===== config.mk =====
export PLATFORM = sky130hd
export DESIGN_NAME = imem_loader
export DESIGN_NICKNAME = d
export VERILOG_FILES = /design/src/rtl/imem_pkg.sv /design/src/rtl/imem_byte_packer.sv /design/src/rtl/imem_loader.sv
export SDC_FILE = /design/constraint.sdc
export NUM_CORES = 1
export LEC_CHECK = 0
export ABC_AREA = 1
export BUFFER_PORTS_ARGS = -buffer_cell sky130_fd_sc_hd__buf_2
export CAP_MARGIN = 20
export CORE_ASPECT_RATIO = 0.7
export CORE_UTILIZATION = 40
export CTS_BUF_LIST = sky130_fd_sc_hd__clkbuf_8
export CTS_CLUSTER_DIAMETER = 120
export CTS_CLUSTER_SIZE = 10
export DETAILED_ROUTE_END_ITERATION = 6
export PLACE_DENSITY = 0.54
export REMOVE_ABC_BUFFERS = 1
export SLEW_MARGIN = 5
export SYNTH_ARGS = -nofsm -noshare
export SYNTH_HDL_FRONTEND = slang
export SYNTH_SLANG_ARGS = --single-unit

===== constraint.sdc =====
create_clock -name clk -period 3.1 [get_ports clk]
set_input_delay 0.465 -clock clk [delete_from_list [all_inputs] [get_ports clk]]
set_output_delay 0.465 -clock clk [all_outputs]
set_load 0.01 [all_outputs]

===== src/rtl/imem_pkg.sv =====
// Shared IMEM constants and the loader state encoding.
package imem_pkg;

  localparam int DATA_WIDTH = 32;
  localparam int ADDR_WIDTH = 18;
  localparam int MEM_DEPTH  = 1 << ADDR_WIDTH;

  typedef enum logic [2:0] {
    IDLE = 3'd0,
    LEN  = 3'd1,
    DATA = 3'd2,
    CSUM = 3'd3,
    DONE = 3'd4,
    ERR  = 3'd5
  } loader_state_t;

endpackage


===== src/rtl/imem_byte_packer.sv =====
// Little-endian 4-byte packer. Byte k of a word lands in bits [8k+7:8k].
// word_nxt is the word as it would look with the current byte merged in, so the
// caller can inspect a completed word on the same cycle as its last byte.
// word_vld pulses one cycle after the 4th byte when in_keep was set, while word
// still holds the completed value.
module imem_byte_packer #(
  parameter int DATA_WIDTH = 32
) (
  input  logic                  clk,
  input  logic                  rst_n,
  input  logic                  clr,
  input  logic                  in_vld,
  input  logic                  in_keep,
  input  logic [7:0]            in_byte,
  output logic [1:0]            bcnt,
  output logic [DATA_WIDTH-1:0] word_nxt,
  output logic [DATA_WIDTH-1:0] word,
  output logic                  word_vld
);

  logic [1:0]            bcnt_q;
  logic [DATA_WIDTH-1:0] asm_q;
  logic                  vld_q;

  // merge the incoming byte into its lane
  always_comb begin
    word_nxt = asm_q;
    word_nxt[{bcnt_q, 3'b000} +: 8] = in_byte;
  end

  // assembly register, byte lane counter (wraps 3->0) and word-complete flag
  always_ff @(posedge clk or negedge rst_n) begin
    if (!rst_n) begin
      bcnt_q <= 2'd0;
      asm_q  <= '0;
      vld_q  <= 1'b0;
    end else if (clr) begin
      bcnt_q <= 2'd0;
      asm_q  <= '0;
      vld_q  <= 1'b0;
    end else begin
      vld_q <= in_vld & in_keep & (bcnt_q == 2'd3);
      if (in_vld) begin
        asm_q  <= word_nxt;
        bcnt_q <= bcnt_q + 2'd1;
      end
    end
  end

  assign bcnt     = bcnt_q;
  assign word     = asm_q;
  assign word_vld = vld_q;

endmodule


===== src/rtl/imem_loader.sv =====
// Framed byte stream -> IMEM write port loader.
// Frame: 4-byte LE word count N, then N LE words. Holds the CPU while loading.
// Optional feature macro: IMEM_LOADER_CSUM_EN appends an XOR checksum byte.
module imem_loader #(
  parameter int ADDR_WIDTH = imem_pkg::ADDR_WIDTH
) (
  input  logic                            clk,
  input  logic                            rst_n,
  input  logic                            load_start,
  input  logic                            byte_valid,
  input  logic [7:0]                      byte_data,
  output logic                            byte_ready,
  output logic                            imem_we,
  output logic [ADDR_WIDTH-1:0]           imem_waddr,
  output logic [imem_pkg::DATA_WIDTH-1:0] imem_wdata,
  output logic                            cpu_hold,
  output logic                            load_done,
  output logic                            load_err
);
  import imem_pkg::*;

  // N may equal the depth, so the limit needs one extra bit beyond the address
  localparam logic [32:0] DEPTH_L = 33'd1 << ADDR_WIDTH;

`ifdef IMEM_LOADER_CSUM_EN
  localparam loader_state_t FRAME_END = CSUM;
`else
  localparam loader_state_t FRAME_END = DONE;
`endif

  loader_state_t         state, state_nxt;
  logic                  start_ok, xfer, word_end, last_word, last_q;
  logic [1:0]            bcnt;
  logic [DATA_WIDTH-1:0] len_word;
  logic [ADDR_WIDTH-1:0] widx;
  logic [ADDR_WIDTH:0]   rcnt, nwords;
  logic                  err_q;
`ifdef IMEM_LOADER_CSUM_EN
  logic [7:0]            csum_q;
`endif

  assign start_ok = (state == IDLE) & load_start;
`ifdef IMEM_LOADER_CSUM_EN
  assign byte_ready = (state == LEN) | (state == DATA) | (state == CSUM);
`else
  assign byte_ready = (state == LEN) | (state == DATA);
`endif
  assign xfer      = byte_valid & byte_ready;
  assign word_end  = xfer & (bcnt == 2'd3);
  assign last_word = (rcnt == nwords - 1'b1);

  imem_byte_packer #(.DATA_WIDTH(DATA_WIDTH)) u_pack (
    .clk      (clk),
    .rst_n    (rst_n),
    .clr      (start_ok),
    .in_vld   (xfer),
    .in_keep  (state == DATA),
    .in_byte  (byte_data),
    .bcnt     (bcnt),
    .word_nxt (len_word),
    .word     (imem_wdata),
    .word_vld (imem_we)
  );

  // state register
  always_ff @(posedge clk or negedge rst_n) begin
    if (!rst_n) state <= IDLE;
    else        state <= state_nxt;
  end

  // next-state logic
  always_comb begin
    state_nxt = state;
    case (state)
      IDLE: if (load_start) state_nxt = LEN;
      LEN: if (word_end) begin
        if ({1'b0, len_word} > DEPTH_L) state_nxt = ERR;
        else if (len_word == '0)        state_nxt = FRAME_END;
        else                            state_nxt = DATA;
      end
      DATA: if (word_end && last_word) state_nxt = FRAME_END;
`ifdef IMEM_LOADER_CSUM_EN
      CSUM: if (xfer) state_nxt = (byte_data == csum_q) ? DONE : ERR;
`endif
      DONE:    state_nxt = IDLE;
      ERR:     state_nxt = IDLE;
      default: state_nxt = IDLE;
    endcase
  end

  // word counters; the write index stops on the last word so it never passes N-1
  always_ff @(posedge clk or negedge rst_n) begin
    if (!rst_n) begin
      widx   <= '0;
      rcnt   <= '0;
      nwords <= '0;
      last_q <= 1'b0;
    end else if (start_ok) begin
      widx   <= '0;
      rcnt   <= '0;
      nwords <= '0;
      last_q <= 1'b0;
    end else begin
      last_q <= word_end & (state == DATA) & last_word;
      if (imem_we && !last_q)           widx   <= widx + 1'b1;
      if (word_end && state == DATA)    rcnt   <= rcnt + 1'b1;
      if (word_end && state == LEN)     nwords <= len_word[ADDR_WIDTH:0];
    end
  end

  // sticky error, cleared only by an accepted start
  always_ff @(posedge clk or negedge rst_n) begin
    if (!rst_n)                                err_q <= 1'b0;
    else if (start_ok)                         err_q <= 1'b0;
    else if (state_nxt == ERR && state != ERR) err_q <= 1'b1;
  end

`ifdef IMEM_LOADER_CSUM_EN
  // running XOR of length and data bytes
  always_ff @(posedge clk or negedge rst_n) begin
    if (!rst_n)                        csum_q <= 8'd0;
    else if (start_ok)                 csum_q <= 8'd0;
    else if (xfer && state != CSUM)    csum_q <= csum_q ^ byte_data;
  end
`endif

  assign imem_waddr = widx;
  assign cpu_hold   = (state != IDLE);
  assign load_done  = (state == DONE);
  assign load_err   = err_q;

endmodule


==> metrics.cfg, run 1 <==
[floorplan]
row_count = 36
die-height_um = 103
die_x_um = 147
die-area_mm2 = 0.0152
io_pins = 67
coreArea_mm2 = 0.0141
initial_core_util_pct = 41.6

[timing]
post-route-min-period_ps = 2580
setup_viol = 0
slew_viol_final = 0
worst_pin_slew_ps = 663
period_share_pct = 83.3
max_freq_mhz = 387
fin_skew_ps = 11.1
fin_tns_setup_ps = 0
slew_headroom_pct = 55.8
timing_hold_violations_final = 0
rsz0062_at_grt = false

[clock_tree]
cts_made_buffers = 9
post_cts_resized = 0
cts.sinks = 96
cts_setup_buffers = 0
clock_path_buffers = 2
clk_latency_ps = 370
htree_levels = 3
clk_pin_slew_ps = 100
root_buffer = clkbuf_8
cts_hold_buf = 0
cts_tree = done

[detailed_routing]
drtAntennaViolNets = 0
first_pass_iters = 5
wirelength_met1_mm = 9.38
wl_met3_mm = 1.08
dr.first_iter.drc_count = 422
wire_per_inst_um = 14.7
vias = 5598
met2_length_mm = 6.00
drc = 0
routed_wl_mm = 16.5
viasPerCell = 4.96
top_layer_used = met4

[cells_and_area]
final_net_count = 953
drive_above_1_share_pct = 14.9
n_antenna_cell = 0
multi_input_area_mm2 = 0.00290
area_growth_pct = 13.4
final_cell_area_mm2 = 0.00667
regArea_mm2 = 0.00240
nFillCells = 1512
final_cells = 1128

[grt]
grt_pass1_wl_mm = 26.8
grt_max_degree = 50
grt_pass1_vias = 5030
grt_remaining_overflow = 0
track_usage_pct = 23.0
antenna_found_initial = 0

[critical_path]
path_depth = 17
cp-startpoint = u_pack.bcnt[0]
crit_top_cell = nand2_1
cp.required_ps = 3370
critPathKind = reg2reg
reg2reg_to = load_err
max_stage_delay_ps = 490
rrSetupSlack_ps = 520
r2r_cells = 17
cp_num_buf_inv = 2
cp-end-kind = flop
r2r_start = u_pack.bcnt[0]
crit_family = simple AND/OR/NAND/NOR gates
crit_slowest_cell = dfrtp_1
worstSetupStartpointType = flop
crit_arrival_ps = 2850
worstPathCellList = inv_1, ha_1, inv_1, nand3_2, nor2_1, nor2_2, nand2_1, nor2_1, nand2_1, nor2_1, nand2_1, nand2_2, nand2_1, nand2_1, nand2_2, nand2_1, a21oi_2
crit_fanout = 8
cp-endpoint = load_err

[synthesis]
seq_area_frac_synth_pct = 40.8
ys_async_sr_fraction_pct = 100
synth_edf_count = 0
syn_inst = 862
synth-warning-count = 0
synth-seq-cells = 96
synth.avg_cell_area_um2 = 6.82
synthesis.area_mm2 = 0.00588
ys.flop_type = dfrtp_1
synth_cell_types = 38

[place]
portBuffers = 66
place_inst = 1111
dpl_cell_area_mm2 = 0.00646
place_hpwl_mm = 13.0
gp_congestion = 0.884

[job]
max_cap_violations = 0

[power]
power_density_mw_per_mm2 = 1030
p_leak_uw = 0.00364
peakVddDrop_mv = 0.447

[worst_hold_path]
hold_path.class = in2async

[run_status]
status = finished, final reports clean

-- routing by layer --
layer / GRT usage (%) / vias to the layer above
li1: - / 2848
met1: 38.4 / 2603
met2: 29.9 / 138
met3: 4.17 / 9
met4: 3.81 / 0
met5: 0 / -
-- report_power, final --
part	switching (uW)	leakage (uW)	internal, uW	total (uW)
Clock	474	0.000102	400	874
Combinational	2850	0.00222	1300	4150
Sequential	296	0.00132	1530	1830
Total	3620	0.00364	3240	6850
-- worst min-delay path by stage --
stage,depth (start not counted),endpoint,from
5_1_grt,1,u_pack.word[26],rst_n
4_1_cts,1,u_pack.word[30],rst_n
2_1_floorplan,0,imem_waddr[0],rst_n
6_report,1,u_pack.word[30],rst_n
3_3_place_gp,2,u_pack.word[17],u_pack.word[17]
3_5_place_dp,2,u_pack.word[16],u_pack.word[16]
-- cell usage in the layout (no fill, tap or decap), types with 2 or more instances in the layout --
| master | count |
|---|---|
| buf_2 | 65 |
| nor3_1 | 15 |
| clkinvlp_4 | 2 |
| o21ai_0 | 49 |
| nand3b_1 | 3 |
| nand2_1 | 259 |
| a21oi_2 | 2 |
| nand3_2 | 4 |
| a221oi_1 | 2 |
| inv_1 | 124 |
| nand3_1 | 53 |
| nand4_1 | 9 |
| nor2_1 | 111 |
| ha_1 | 8 |
| nand2_2 | 4 |
| a21oi_1 | 35 |
| o21a_1 | 3 |
| inv_2 | 9 |
| nor4_1 | 3 |
| xor2_1 | 10 |
| or2_2 | 10 |
| xnor2_1 | 2 |
| clkbuf_8 | 10 |
| o22ai_1 | 10 |
| dfrtp_1 | 96 |
| nor2_2 | 11 |
| nor2_4 | 4 |
| buf_4 | 10 |
-- synth_stat cells, types with 2 or more instances --
cell / n / share of area (%)
a21oi_2: 2 / 0.30
nor2_1: 111 / 7.1
inv_2: 9 / 0.57
or2_2: 10 / 1.1
nand3b_1: 3 / 0.38
nor2_2: 11 / 1.2
nand3_2: 4 / 0.68
buf_2: 9 / 0.77
nor4_1: 3 / 0.32
o21ai_0: 49 / 4.2
nor2_4: 4 / 0.77
nand3_1: 53 / 4.5
nand4_1: 9 / 0.96
nand2_2: 4 / 0.43
a21oi_1: 35 / 3.0
o22ai_1: 10 / 1.1
inv_1: 123 / 7.8
xor2_1: 10 / 1.5
nor3_1: 15 / 1.3
nand2_1: 259 / 17
clkbuf_1: 6 / 0.38
ha_1: 8 / 1.7
dfrtp_1: 96 / 41
xnor2_1: 2 / 0.30
o21a_1: 3 / 0.38
a221oi_1: 2 / 0.30
-- flip-flops by register name, summed over array words and instances (netlist names) --
name	cells
rcnt	19
load_err	1
state	3
u_pack.word_vld	1
u_pack.bcnt	2
u_pack.word	32
nwords	19
imem_waddr	18
last_q	1
-- cell families (layout without fill, tap and decap cells) --
kind of cell	after synthesis	after routing	share of synthesized area [%]
AOI/OAI and AO/OA	105	105	9.70
buffers and inverters	149	225	9.78
DFF	96	96	40.8
and+or+nand+nor	492	492	36.2
adders and majority gates	8	8	1.70
xor gates and xnor gates	12	12	1.79
-- final cells by class --
class	instances	share of cell area, %
multi-input cells	617	43.5
repair buffers	76	6.30
clock inverters	6	1.03
inverters	133	7.50
clock buffers	10	2.06
well taps	190	3.56
flip-flops and latches	96	36.0
-- per-stage QoR --
| stage | setup slack [ps] | util (%) | total power, uW | hold WS, ps |
|---|---|---|---|---|
| after floorplan | 349 | - | 4630 | 169 |
| after global placement | 590 | 45.7 | 5900 | 491 |
| after detailed placement | 558 | 45.7 | 5890 | 498 |
| after CTS | 543 | 47.1 | 6790 | 124 |
| after global routing | 227 | 47.2 | 7520 | 128 |
| final | 519 | 47.2 | 6850 | 92.9 |
-- worst reg2reg max path, delay by kind of cell, from the launching register on --
kind,cells,cell delay (ps)
AND/OR/NAND/NOR,13,1280
adder cells (fa/ha/maj),1,400
AO/OA/AOI/OAI,1,50
flip-flops,1,490
buffers and inverters,2,270
Note: power is estimated with default switching activity, not from simulation.
==> run 2, diff against run 1 <==
PLACE_DENSITY = 0.56   (was 0.54)
clock period = 2.1 ns   (was 3.1 ns; I/O delays follow)
==> metrics.cfg, run 2 (same netlist as run 1, synthesis figures left out) <==
[floorplan]
row_count = 36  ; unchanged
die_x_um = 147  ; unchanged
io_pins = 67  ; unchanged
die-height_um = 103  ; unchanged
coreArea_mm2 = 0.0141  ; unchanged
initial_core_util_pct = 41.6  ; unchanged
die-area_mm2 = 0.0152  ; unchanged

[detailed_routing]
drtAntennaViolNets = 0  ; unchanged
dr.first_iter.drc_count = 348  ; -18%
first_pass_iters = 5  ; unchanged
wire_per_inst_um = 14.2  ; -3.1%
routed_wl_mm = 17.3  ; +4.8%
vias = 5952  ; +6.3%
viasPerCell = 4.88  ; -1.7%
drc = 0  ; unchanged

[power]
peakVddDrop_mv = 0.588  ; +32%
power.total_uw = 12100  ; +76%
power_density_mw_per_mm2 = 1550  ; +51%
p_leak_uw = 0.00412  ; +13%

[timing]
timing_hold_violations_final = 0  ; unchanged
slew_viol_final = 0  ; unchanged
whs_ps = 370  ; +277 ps
post-route-min-period_ps = 2220  ; -359 ps
worst_pin_slew_ps = 518  ; -145 ps
slew_headroom_pct = 65.4  ; +9.7 points
max_freq_mhz = 450  ; +16%
worst_slack_ps = -122  ; -641 ps
rsz0062_at_grt = true
period_share_pct = 106  ; +23 points
setup_viol = 1  ; +1
fin_skew_ps = 17.6  ; +6.50 ps

[clock_tree]
clk_latency_ps = 390  ; +20 ps
root_buffer = clkbuf_8
clock_path_buffers = 2  ; unchanged
cts_made_buffers = 9  ; unchanged
htree_levels = 3  ; unchanged
cts_tree = done
cts.sinks = 96  ; unchanged
clk_pin_slew_ps = 110  ; about the same

[grt]
grt_pass1_vias = 5677  ; +13%
grt_pass1_wl_mm = 28.8  ; +7.4%
antenna_found_initial = 0  ; unchanged
track_usage_pct = 24.4  ; +1.4 points
grt_max_degree = 42  ; -16%
grt_remaining_overflow = 0  ; unchanged

[place]
portBuffers = 66  ; unchanged
place_inst = 1188  ; +6.9%
gp_congestion = 0.894  ; +1.1%
place_hpwl_mm = 13.1  ; +0.77%
dpl_cell_area_mm2 = 0.00705  ; +9.1%

[critical_path]
crit_slowest_cell = dfrtp_1
worstSetupStartpointType = flop
cp-end-kind = flop
critPathKind = reg2reg
crit_top_cell = nand2_1
worstPathCellList = inv_2, ha_4, buf_6, nor2_4, nand3_1, nand2_1, inv_2, nand2_1, nor2_2, nand2_1, nor2_2, nand2_1, nand2_2, nand2_1, nand2_1, nand2_2, nand2_2, a21oi_2
max_stage_delay_ps = 440  ; -50 ps
cp.required_ps = 2420  ; -950 ps
crit_arrival_ps = 2550  ; -300 ps
crit_fanout = 8  ; unchanged

[cells_and_area]
final_cell_mix = nand2_1, inv_1, nor2_1
final_net_count = 1045  ; +9.7%
area_growth_pct = 32.1
final_common_cell = nand2_1
final_cells = 1220  ; +8.2%
largest_register_ffs = 32  ; unchanged
nFillCells = 1414  ; -6.5%
n_antenna_cell = 0  ; unchanged
final_cell_area_mm2 = 0.00777  ; +16%
drive_above_1_share_pct = 29.3  ; +14 points

[run_status]
violations = setup timing
status = finished with violations

[job]
max_cap_violations = 0  ; unchanged

[worst_hold_path]
hold_path.class = in2async

[run 2: changes by cell type in the layout (fill, tap and decap cells not counted), moves of 10 or more]
cell / change
buf_4: +82
nand2_1: -15
nor2_4: +10
nor2_1: -17
nand2_2: +13
[run 2: routing by layer]
layer	global-route usage, %	wire length [um]	up-vias	share of wire (%)
li1	-	-	3034	-
met1	37.8	9680	2766	56
met2	34.7	6680	136	39
met3	4.82	813	16	4.7
met4	5.08	161	0	0.93
met5	0	0	-	0
[run 2: report_power, final]
group	switching [uW]	total, uW	internal, uW
sequential	434	2700	2270
combinational	4760	8020	3260
clock	760	1340	577
[run 2: critical path, delay by kind of cell (launching register included)]
family	cells	cell delay, ps
buf+inv	3	330
simple gates	13	1040
flops	1	440
compound gates	1	110
fa+ha+maj	1	250
[run 2: final cells by class]
class / instances / area (um2) / area share [%]
multi-input cells: 617 / 3240 / 41.7
inverters: 133 / 508 / 6.54
repair buffers: 168 / 1160 / 15.0
clock inverters: 7 / 87.6 / 1.13
well taps: 190 / 238 / 3.06
flip-flops and latches: 96 / 2410 / 31.0
clock buffers: 9 / 124 / 1.59
[run 2: path summary, 6_finish.rpt]
path / startpoint / to / slack, ps / cells after the start
worst max-delay path: u_pack.bcnt[1] / load_err / -120 / 18
worst min register to register: u_pack.word[16] / u_pack.word[16] / 510 / 2
worst max register to register: u_pack.bcnt[1] / load_err / -120 / 18
worst min-delay path: rst_n / u_pack.word[28] / 370 / 2
max in group asynchronous: rst_n / nwords[2] / 1120 / 3
min in group clk: byte_valid / u_pack.word[0] / 430 / 5
[run 2: timing repair]
| item | in CTS | in global routing |
|---|---|---|
| resized for setup | 59 | 45 |
| pin swaps | 26 | 14 |
| buffers inserted | 10 | 5 |
| hold endpoints to repair | 21 | 0 |
| hold buffers | 1 | 0 |
| endpoints found under the setup margin | 11 | 14 |
[run 2: metrics by stage]
stage	util [%]	setup TNS (ps)	setup WS, ps
floorplan	-	-28660	-651
detailed placement	49.8	-894	-327
global route	54.9	-1100	-310
CTS	53.6	-37.8	-37.8
finish	54.9	-122	-122
global placement	49.8	-872	-296
